[src/rtl/uart_pkg.sv]
// Shared definitions for the UART blocks: frame constants, FSM states and
// the bit-period calculation.
package uart_pkg;

  localparam int DATA_BITS = 8;

  typedef enum logic [2:0] {
    IDLE   = 3'd0,
    START  = 3'd1,
    DATA   = 3'd2,
    PARITY = 3'd3,
    STOP   = 3'd4
  } tx_state_t;

  // Bit period in clocks, rounded to nearest.
  function automatic int calc_div(input int clk_freq, input int baud);
    return (clk_freq + baud / 2) / baud;
  endfunction

endpackage

[src/rtl/uart_fifo.sv]
// Single-clock FIFO with natural-wrap pointers; a push on a full FIFO is
// still accepted when a pop happens on the same edge.
module uart_fifo #(
  parameter int WIDTH = 8,
  parameter int DEPTH = 4
) (
  input  logic             clk,
  input  logic             rst,
  input  logic             push,
  input  logic             pop,
  input  logic [WIDTH-1:0] din,
  output logic [WIDTH-1:0] dout,
  output logic             full,
  output logic             empty,
  output logic             overflow
);

  localparam int AW = $clog2(DEPTH);

  logic [WIDTH-1:0] mem [DEPTH];
  logic [AW:0]      wr_ptr, rd_ptr;
  logic [AW:0]      wr_next, rd_next;
  logic             do_push, do_pop;

  assign empty    = (wr_ptr == rd_ptr);
  assign do_pop   = pop && !empty;
  assign do_push  = push && (!full || do_pop);
  assign overflow = push && !do_push;
  assign wr_next  = wr_ptr + {{AW{1'b0}}, do_push};
  assign rd_next  = rd_ptr + {{AW{1'b0}}, do_pop};

  // Head is read combinationally so the consumer can pop and use it on one edge.
  assign dout = mem[rd_ptr[AW-1:0]];

  always_ff @(posedge clk or posedge rst) begin
    if (rst) begin
      wr_ptr <= '0;
      rd_ptr <= '0;
      full   <= 1'b0;
    end else begin
      wr_ptr <= wr_next;
      rd_ptr <= rd_next;
      full   <= (wr_next[AW] != rd_next[AW]) &&
                (wr_next[AW-1:0] == rd_next[AW-1:0]);
    end
  end

  always_ff @(posedge clk) begin
    if (do_push) begin
      mem[wr_ptr[AW-1:0]] <= din;
    end
  end

endmodule

[src/rtl/uart_tx_buffered.sv]
// Buffered UART transmitter: bytes queue in a FIFO and are framed as
// start, 8 data bits LSB-first, optional parity and 1 or 2 stop bits.
module uart_tx_buffered
  import uart_pkg::*;
#(
  parameter int CLK_FREQ   = 100_000_000,
  parameter int BAUD       = 9600,
  parameter int FIFO_DEPTH = 4,
  parameter int PARITY_EN  = 0,
  parameter int PARITY_ODD = 0,
  parameter int STOP_BITS  = 1
) (
  input  logic       clk,
  input  logic       rst,
  input  logic [7:0] datain_ext,
  input  logic       new_in,
  output logic       TxD,
  output logic       busy,
  output logic       full,
  output logic       error
);

  localparam int              DIV       = calc_div(CLK_FREQ, BAUD);
  localparam int              CW        = (DIV > 1) ? $clog2(DIV) : 1;
  localparam logic [CW-1:0]   BAUD_LAST = CW'(DIV - 1);
  localparam logic [2:0]      DATA_LAST = 3'(DATA_BITS - 1);
  localparam logic [2:0]      STOP_LAST = 3'(STOP_BITS - 1);
  localparam logic            ODD_BIT   = (PARITY_ODD != 0);

  tx_state_t            state_reg, state_next;
  logic [CW-1:0]        baud_reg, baud_next;
  logic [2:0]           bit_reg, bit_next;
  logic [DATA_BITS-1:0] shift_reg, shift_next;
  logic                 parity_reg, parity_next;
  logic                 txd_reg, txd_next;
  logic                 error_reg;
  logic                 pop, fifo_empty, fifo_full, overflow;
  logic [DATA_BITS-1:0] fifo_dout;
  logic                 baud_tick;

  uart_fifo #(
    .WIDTH (DATA_BITS),
    .DEPTH (FIFO_DEPTH)
  ) u_fifo (
    .clk      (clk),
    .rst      (rst),
    .push     (new_in),
    .pop      (pop),
    .din      (datain_ext),
    .dout     (fifo_dout),
    .full     (fifo_full),
    .empty    (fifo_empty),
    .overflow (overflow)
  );

  assign baud_tick = (baud_reg == BAUD_LAST);

  always_comb begin
    state_next  = state_reg;
    baud_next   = baud_reg;
    bit_next    = bit_reg;
    shift_next  = shift_reg;
    parity_next = parity_reg;
    txd_next    = txd_reg;
    pop         = 1'b0;
    case (state_reg)
      IDLE: begin
        txd_next = 1'b1;
        if (!fifo_empty) begin
          pop         = 1'b1;
          shift_next  = fifo_dout;
          parity_next = ^fifo_dout ^ ODD_BIT;
          txd_next    = 1'b0;
          baud_next   = '0;
          bit_next    = '0;
          state_next  = START;
        end
      end
      START: begin
        if (baud_tick) begin
          baud_next  = '0;
          txd_next   = shift_reg[0];
          state_next = DATA;
        end else begin
          baud_next = baud_reg + CW'(1);
        end
      end
      DATA: begin
        if (baud_tick) begin
          baud_next = '0;
          if (bit_reg == DATA_LAST) begin
            bit_next = '0;
            if (PARITY_EN != 0) begin
              txd_next   = parity_reg;
              state_next = PARITY;
            end else begin
              txd_next   = 1'b1;
              state_next = STOP;
            end
          end else begin
            bit_next   = bit_reg + 3'd1;
            shift_next = shift_reg >> 1;
            txd_next   = shift_reg[1];
          end
        end else begin
          baud_next = baud_reg + CW'(1);
        end
      end
      PARITY: begin
        if (baud_tick) begin
          baud_next  = '0;
          bit_next   = '0;
          txd_next   = 1'b1;
          state_next = STOP;
        end else begin
          baud_next = baud_reg + CW'(1);
        end
      end
      STOP: begin
        if (baud_tick) begin
          baud_next = '0;
          if (bit_reg == STOP_LAST) begin
            bit_next = '0;
            // Queued byte starts immediately, no idle gap between frames.
            if (!fifo_empty) begin
              pop         = 1'b1;
              shift_next  = fifo_dout;
              parity_next = ^fifo_dout ^ ODD_BIT;
              txd_next    = 1'b0;
              state_next  = START;
            end else begin
              txd_next   = 1'b1;
              state_next = IDLE;
            end
          end else begin
            bit_next = bit_reg + 3'd1;
          end
        end else begin
          baud_next = baud_reg + CW'(1);
        end
      end
      default: begin
        txd_next   = 1'b1;
        state_next = IDLE;
      end
    endcase
  end

  always_ff @(posedge clk or posedge rst) begin
    if (rst) begin
      state_reg  <= IDLE;
      baud_reg   <= '0;
      bit_reg    <= '0;
      shift_reg  <= '0;
      parity_reg <= 1'b0;
      txd_reg    <= 1'b1;
      error_reg  <= 1'b0;
    end else begin
      state_reg  <= state_next;
      baud_reg   <= baud_next;
      bit_reg    <= bit_next;
      shift_reg  <= shift_next;
      parity_reg <= parity_next;
      txd_reg    <= txd_next;
      if (overflow) begin
        error_reg <= 1'b1;
      end
    end
  end

  assign TxD   = txd_reg;
  assign busy  = (state_reg != IDLE) || !fifo_empty;
  assign full  = fifo_full;
  assign error = error_reg;

endmodule
[config.mk]
export PLATFORM = sky130hd
export DESIGN_NAME = uart_tx_buffered
export DESIGN_NICKNAME = d
export VERILOG_FILES = /design/src/rtl/uart_pkg.sv /design/src/rtl/uart_fifo.sv /design/src/rtl/uart_tx_buffered.sv
export SDC_FILE = /design/constraint.sdc
export NUM_CORES = 1
export LEC_CHECK = 0
export ABC_AREA = 1
export CAP_MARGIN = 5
export CORE_MARGIN = 10
export CORE_UTILIZATION = 49
export DETAILED_ROUTE_END_ITERATION = 10
export GPL_TIMING_DRIVEN = 0
export PLACE_DENSITY = 0.67
export SETUP_SLACK_MARGIN = 0.15
export SYNTH_ARGS = -nofsm -noshare
export SYNTH_HDL_FRONTEND = slang
export SYNTH_SLANG_ARGS = --single-unit
[constraint.sdc]
create_clock -name clk -period 4.7 [get_ports clk]
set_input_delay 0.94 -clock clk [delete_from_list [all_inputs] [get_ports clk]]
set_output_delay 0.94 -clock clk [all_outputs]
set_load 0.01 [all_outputs]
# Yosys cells after proc, flatten, opt, wreduce, memory -nomap -nowiden
# Memory sizes are Yosys's and may differ from the RTL's.
# Cells that the tools add are included.
dict set report op_classes {
  shift 0
  n_div 0
  bitwise 0
  mul 0
  eq_ne 17
  mux 39
  n_reduce_logical 21
  addsub 4
  magnitude_cmp 0
}
# op count
set op_table {}
lappend op_table {{$mux 8} 5}
lappend op_table {{$mux 3} 13}
lappend op_table {{$mux 14} 2}
lappend op_table {{$pmux 14 s2} 1}
lappend op_table {{$pmux 8 s3} 1}
lappend op_table {{$ne 2x2->1 const B} 8}
lappend op_table {{$pmux 3 s5} 1}
lappend op_table {{$reduce_and 5->1} 3}
lappend op_table {{$add 14x1->14 const B} 1}
lappend op_table {{$eq 14x14->1 const B} 1}
lappend op_table {{$mux 1} 13}
lappend op_table {{$pmux 3 s4} 1}
lappend op_table {{$reduce_and 7->1} 1}
lappend op_table {{$add 3x1->3} 2}
lappend op_table {{$eq 3x2->1 const B} 2}
lappend op_table {{$eq 3x3->1 const B} 2}
lappend op_table {{$logic_not 3->1} 2}
lappend op_table {{$reduce_bool 3->1} 2}
lappend op_table {{$pmux 1 s5} 1}
lappend op_table {{$logic_and 1x1->1} 4}
lappend op_table {{$reduce_bool 4->1} 1}
lappend op_table {{$reduce_or 4->1} 1}
lappend op_table {{$add 3x1->3 const B} 1}
lappend op_table {{$eq 3x1->1 const B} 1}
lappend op_table {{other kinds (8)} 11}
dict set report word_totals {
  mem_bits_ro 0
  output_inout_bits 4
  ramBits 32
  latch_bits 0
  memories 1
  input_bits 11
  elab_cells 91
  reg_bits 37
}
# name words word_bits rd rd_clocked_by_memory_dff wr line_no
set memory_table {}
lappend memory_table {u_fifo.mem 4 8 1 0 1 uart_fifo.sv:20} ;# logic [WIDTH-1:0] mem [DEPTH];

# Longest topological paths before layout
dict set report logic_depth {
  ltp_word 11
  depth_mapped 15
  depth_no_buf 15
}

# Hierarchy
# A second synthesis with hierarchy kept.
dict set report hier_totals {
  hier_cells 404
  hier_area_um2 3549.7
}
# module area_each_um2 cells_each seq_area_each_um2 n_inst
set modules_own_cells {}
lappend modules_own_cells {uart_tx_buffered 1951.9 282 752.0 1}
lappend modules_own_cells {uart_fifo 1597.8 122 1136.1 1}

# Worst setup path before layout
# OpenSTA, ideal clock, no wires.
dict set report synth_path {
  kind {flip-flop to flip-flop}
  startpoint {register baud_reg[0]}
  endpoint {register u_fifo.full}
  required_ps 4614
  stages_incl_launch_ff 15
  arrival_time_ps 1986
  n_path_buf 0
  setup_slack_ps 2628
  setup_time_ps 86
  path_cell_list {dfrtp_1 > inv_1 > ha_1 > nand3_1 > nor2_2 > nand3_1 > nand2_1 > nand2_1 > nand2_1 > nand2_1 > inv_1 > ha_1 > ha_1 > xor2_1 > nor3_1}
}
dict set report synth_via {
  elab_chain_cells 9
  word_cells_on_any_way 11
  cone_classes {add/sub: 2; eq/ne: 3; mux: 2; reduce/logical: 4}
}
# element line_no
set synth_lines {}
lappend synth_lines {{from (decl)} uart_tx_buffered.sv:31} ;# logic [CW-1:0] baud_reg, baud_next;
lappend synth_lines {{from (signal assigned)} uart_tx_buffered.sv:160} ;# baud_reg <= baud_next;
lappend synth_lines {{$eq 14x14->1} uart_tx_buffered.sv:56} ;# assign baud_tick = (baud_reg == BAUD_LAST);
lappend synth_lines {{$mux 1} uart_tx_buffered.sv:120} ;# if (baud_tick) begin
lappend synth_lines {{$pmux 1 s2} uart_tx_buffered.sv:66} ;# case (state_reg)
lappend synth_lines {{$logic_and 1x1->1} uart_fifo.sv:26} ;# assign do_pop = pop && !empty;
lappend synth_lines {{$logic_or 1x1->1} uart_fifo.sv:27} ;# assign do_push = push && (!full || do_pop);
lappend synth_lines {{$logic_and 1x1->1} uart_fifo.sv:27}
lappend synth_lines {{$add 3x1->3} uart_fifo.sv:29} ;# assign wr_next = wr_ptr + {{AW{1'b0}}, do_push};
lappend synth_lines {{named net u_fifo.wr_next[1]} uart_fifo.sv:22} ;# logic [AW:0] wr_next, rd_next;
lappend synth_lines {{$eq 2x2->1} uart_fifo.sv:44} ;# (wr_next[AW-1:0] == rd_next[AW-1:0]);
lappend synth_lines {{$logic_and 1x1->1} uart_fifo.sv:43} ;# full <= (wr_next[AW] != rd_next[AW]) &&
lappend synth_lines {{to (signal assigned)} uart_fifo.sv:43}
lappend synth_lines {{to (decl)} uart_fifo.sv:13} ;# output logic full,
# The timed path passes the listed nets, and every way through them passes these cells.
# A chain may end at the register's enable or synchronous reset.

# Worst setup path after layout
dict set report layout_path {
  startpoint {register state_reg[0]}
  endpoint {output port busy}
}
dict set report layout_via {
  elab_chain_cells 2
}
# element line_no
set layout_lines {}
lappend layout_lines {{from (decl)} uart_tx_buffered.sv:30} ;# tx_state_t state_reg, state_next;
lappend layout_lines {{from (signal assigned)} uart_tx_buffered.sv:159} ;# state_reg <= state_next;
lappend layout_lines {{$reduce_bool 3->1} uart_tx_buffered.sv:172} ;# assign busy = (state_reg != IDLE) || !fifo_empty;
lappend layout_lines {{$logic_or 1x1->1} uart_tx_buffered.sv:172}
lappend layout_lines {{to (decl)} uart_tx_buffered.sv:18} ;# output logic busy,
# Every way passes these cells.

==> key figures <==
Status
  – Outcome: complete, no violations

Synth
  – Post-synthesis sequential element count: a little under 70
  – Post-synth net total: 409
  – Ys async rst share: a little over half
  – Post-synth EDFFs: 32
  – Share of the synthesized area in the top cell type: 27.1%
  – Synth area leaders: edfxtp_1 (27%), dfrtp_1 (25%), nand2_1 (13%), nand3_1 (5.8%), ha_1 (3.2%)
  – Sequential area share after synthesis: around 53%
  – Syn_area_per_cell: roughly 9.1 µm²
  – Post-Synthesis Cells: slightly below 400
  – Synth cell types: 38
  – Post-synthesis instance area: approximately 0.0035 mm²
  – Cell type with the largest total area after synthesis: edfxtp_1
  – Post-synth top flop: dfrtp_1
  – Yosys Warn Count: 0

Global route
  – Largest net degree at the start of global routing: 38
  – Total global-route track usage: a little over an eighth
  – Remaining Overflow, GRT: 0
  – Vias in the first global route: between 2000 and 3000
  – First-pass GRT wire length: approximately 12000 µm
  – Antenna violations before repair: 0

STA
  – Final period utilization: slightly above 60%
  – Setup TNS: 0 ns
  – Crit path time final: about 2.9 ns
  – Setup Viol. Count Final: 0
  – Setup ws final: roughly 1.8 ns
  – Fin. Hold Viols: 0
  – Max-slew violation count: 0
  – Worst-margin pin slew: 0.789 ns
  – Slew Limit Headroom: between 40 and 50%
  – Clk_skew: 0.00977 ns
  – RSZ-0062 raised after global routing: false
  – Max Clk Rate: roughly 0.35 GHz

CTS
  – Root buffer cell: clkbuf_8
  – Clk sinks: around 70
  – CTS Buf Count: 9
  – CTS tree: done
  – H-tree depth: 3
  – Worst-skew pair later-pin latency: 0.34 ns
  – CTS resizes: 0
  – Hold_buf cts: 0
  – # Post-CTS Setup Buffers: 0
  – CTS max path bufs: 2
  – Clock transition at the registers of the reported paths: ~0.07 ns

Route
  – Via total after detailed routing: 2630
  – Routed wl met2: roughly 3200 µm
  – Met3 wire length: around 310 µm
  – Remaining DRCs: 0
  – Wire per inst: 13.4 µm
  – Highest routed metal layer: met4
  – Vias per cell: around 5.1
  – Number of DRC markers in iteration 0: approximately 130
  – DR pass1 iterations: 4
  – ANT nets after route: 0
  – Wire length on met1: 3260 µm
  – Final WL: between 6000 and 7000 µm

Worst setup path
  – CP max FO: 6
  – Crit Path Category: reg2out
  – CP max stage cell: clkdlybuf4s50_1
  – Type of element capturing the critical path: primary output
  – Critical path's top delay family: buffers and inverters
  – Slowest stage delay, CP: 0.52 ns
  – CP Cell Sequence: nor2_4, inv_2, nor2_2, nand3_4, clkdlybuf4s50_1
  – CP Data Required Time: ~3.8 ns
  – Crit path launch type: register
  – R2R Setup Slk: ~2.3 ns
  – WP data arrival: between 1.5 and 2 ns
  – Crit path buffers/inverters: 2

Finish
  – Max FFs per register: 32
  – Final non-filler cell area: approximately 0.0040 mm²
  – Fillers: between 600 and 700
  – Register area: 0.00189 mm²
  – Nets: around 430
  – ANT cells: 0
  – Layout cells sized above 1: between 10 and 15%
  – Area of the multi-input gates: roughly 0.0015 mm²
  – P&R area growth vs syn: 13.1%

Placed design
  – Post-DP HPWL: 4870 µm
  – Dpl ws: approximately 2.1 ns
  – Placed Area: 0.00380 mm²
  – RePlAce Congestion: 0.885
  – Port bufs: 14

Floorplan
  – I/O pin count: 15
  – Num rows: 30
  – Core Region: around 0.007 mm²
  – DIE WIDTH: 105 µm
  – Die area: 0.0110 mm²
  – Initial Utilization: just over 50%
  – Die extent in y: 105 µm

Power and ir drop
  – Combinational Power Share: about 43%
  – Net Sw Frac: 42.1%
  – Leakage power: 1.71 nW
  – Worst vdd ir: ~0.28 mV
  – Clock network fraction of total power: 20.5%
  – Cell Int Power: 1.40 mW
  – Seq pwr share: around 37%
  – Tot Pwr: around 2.4 mW
  – P_sw: 1.02 mW
  – P per Cell Area: slightly above 600 mW/mm²

Min path
  – HP Class: reg2reg

Run
  – Max Cap Viol: 0
==> metrics by stage <==
step | hold slack [ns] | std cells | utilization [%]
3_5_place_dp | 0.459 | 499 | 55.1
4_1_cts | 0.478 | 515 | 58.0
3_3_place_gp | 0.450 | 499 | 55.1
2_1_floorplan | 0.442 | 389 | -
6_report | 0.477 | 515 | 58.0
5_1_grt | 0.500 | 515 | 58.0
==> final timing paths <==
path / from / to / cells past startpoint
setup / recovery: state_reg[0] / busy / 5
hold / removal: error / error / 2
setup reg to reg: baud_reg[0] / u_fifo.mem[0][7] / 10
hold reg to reg: error / error / 2
max in group asynchronous: rst / state_reg[1] / 2
min in group asynchronous: rst / baud_reg[5] / 2
==> synthesized netlist by cell type, types with 2 or more instances <==
master    instances
xor2_1            8
a21oi_2           2
o21ai_1           3
nand2_2           3
xnor2_1           2
ha_1              9
o21ai_2           7
o21ai_0          15
inv_1            29
edfxtp_1         32
inv_4             3
o21ai_4           2
nand4_1           9
dfrtp_1          36
nand2_1         121
nor3_1            9
nor2_2            5
a21oi_1           4
nand3_4           2
buf_6             2
clkbuf_1          2
nor2_1           25
inv_2             4
nand3_1          41
==> power by group through the flow <==
stage	Combinational, mW	Clock (mW)	Sequential [mW]
global placement	1.03	0	0.899
finish	1.04	0.497	0.890
global route	1.19	0.534	0.907
detailed placement	1.05	0	0.903
CTS	1.05	0.505	0.890
floorplan	0.801	0	0.887
==> routing by layer <==
layer	vias up	global-route usage, %
met4	0	5.29
met5	-	0
li1	1353	-
met3	8	2.83
met1	1217	16.8
met2	52	21.5
==> cell families after synthesis <==
logic type,Yosys count,share of synthesized area [%]
buf+inv,44,5.61
flops,69,53.3
xor+xnor,10,2.47
fa+ha+maj,9,3.18
compound gates,37,7.63
simple gates,220,27.8
==> placed cells by master, fill, tap and decap left out, types with 3 or more instances in the layout <==
| cell type | n |
|---|---|
| a21oi_1 | 4 |
| clkbuf_8 | 9 |
| clkdlybuf4s50_1 | 14 |
| dfrtp_1 | 36 |
| edfxtp_1 | 32 |
| ha_1 | 9 |
| inv_1 | 28 |
| inv_2 | 5 |
| inv_4 | 3 |
| inv_6 | 4 |
| nand2_1 | 121 |
| nand2_2 | 3 |
| nand3_1 | 41 |
| nand4_1 | 9 |
| nor2_1 | 25 |
| nor2_2 | 5 |
| nor3_1 | 9 |
| o21ai_0 | 15 |
| o21ai_1 | 3 |
| o21ai_2 | 7 |
| xor2_1 | 8 |
==> worst reg2reg max path, delay by kind of cell, from the launching register on <==
family                   cells  cell delay, ns
buffers and inverters        1            0.09
adder cells (fa/ha/maj)      1            0.14
flip-flops                   1            0.46
AND/OR/NAND/NOR              8            1.37
==> layout make-up <==
cell class | instances | area share (%)
buffer | 5 | 0.874
clock buffer | 9 | 3.09
clock inverter | 7 | 2.00
inverter | 39 | 4.09
multi-input combinational | 276 | 36.3
sequential | 69 | 47.1
tap | 96 | 3.00
timing repair buffer | 14 | 3.50
(Power assumes the default switching activity.)
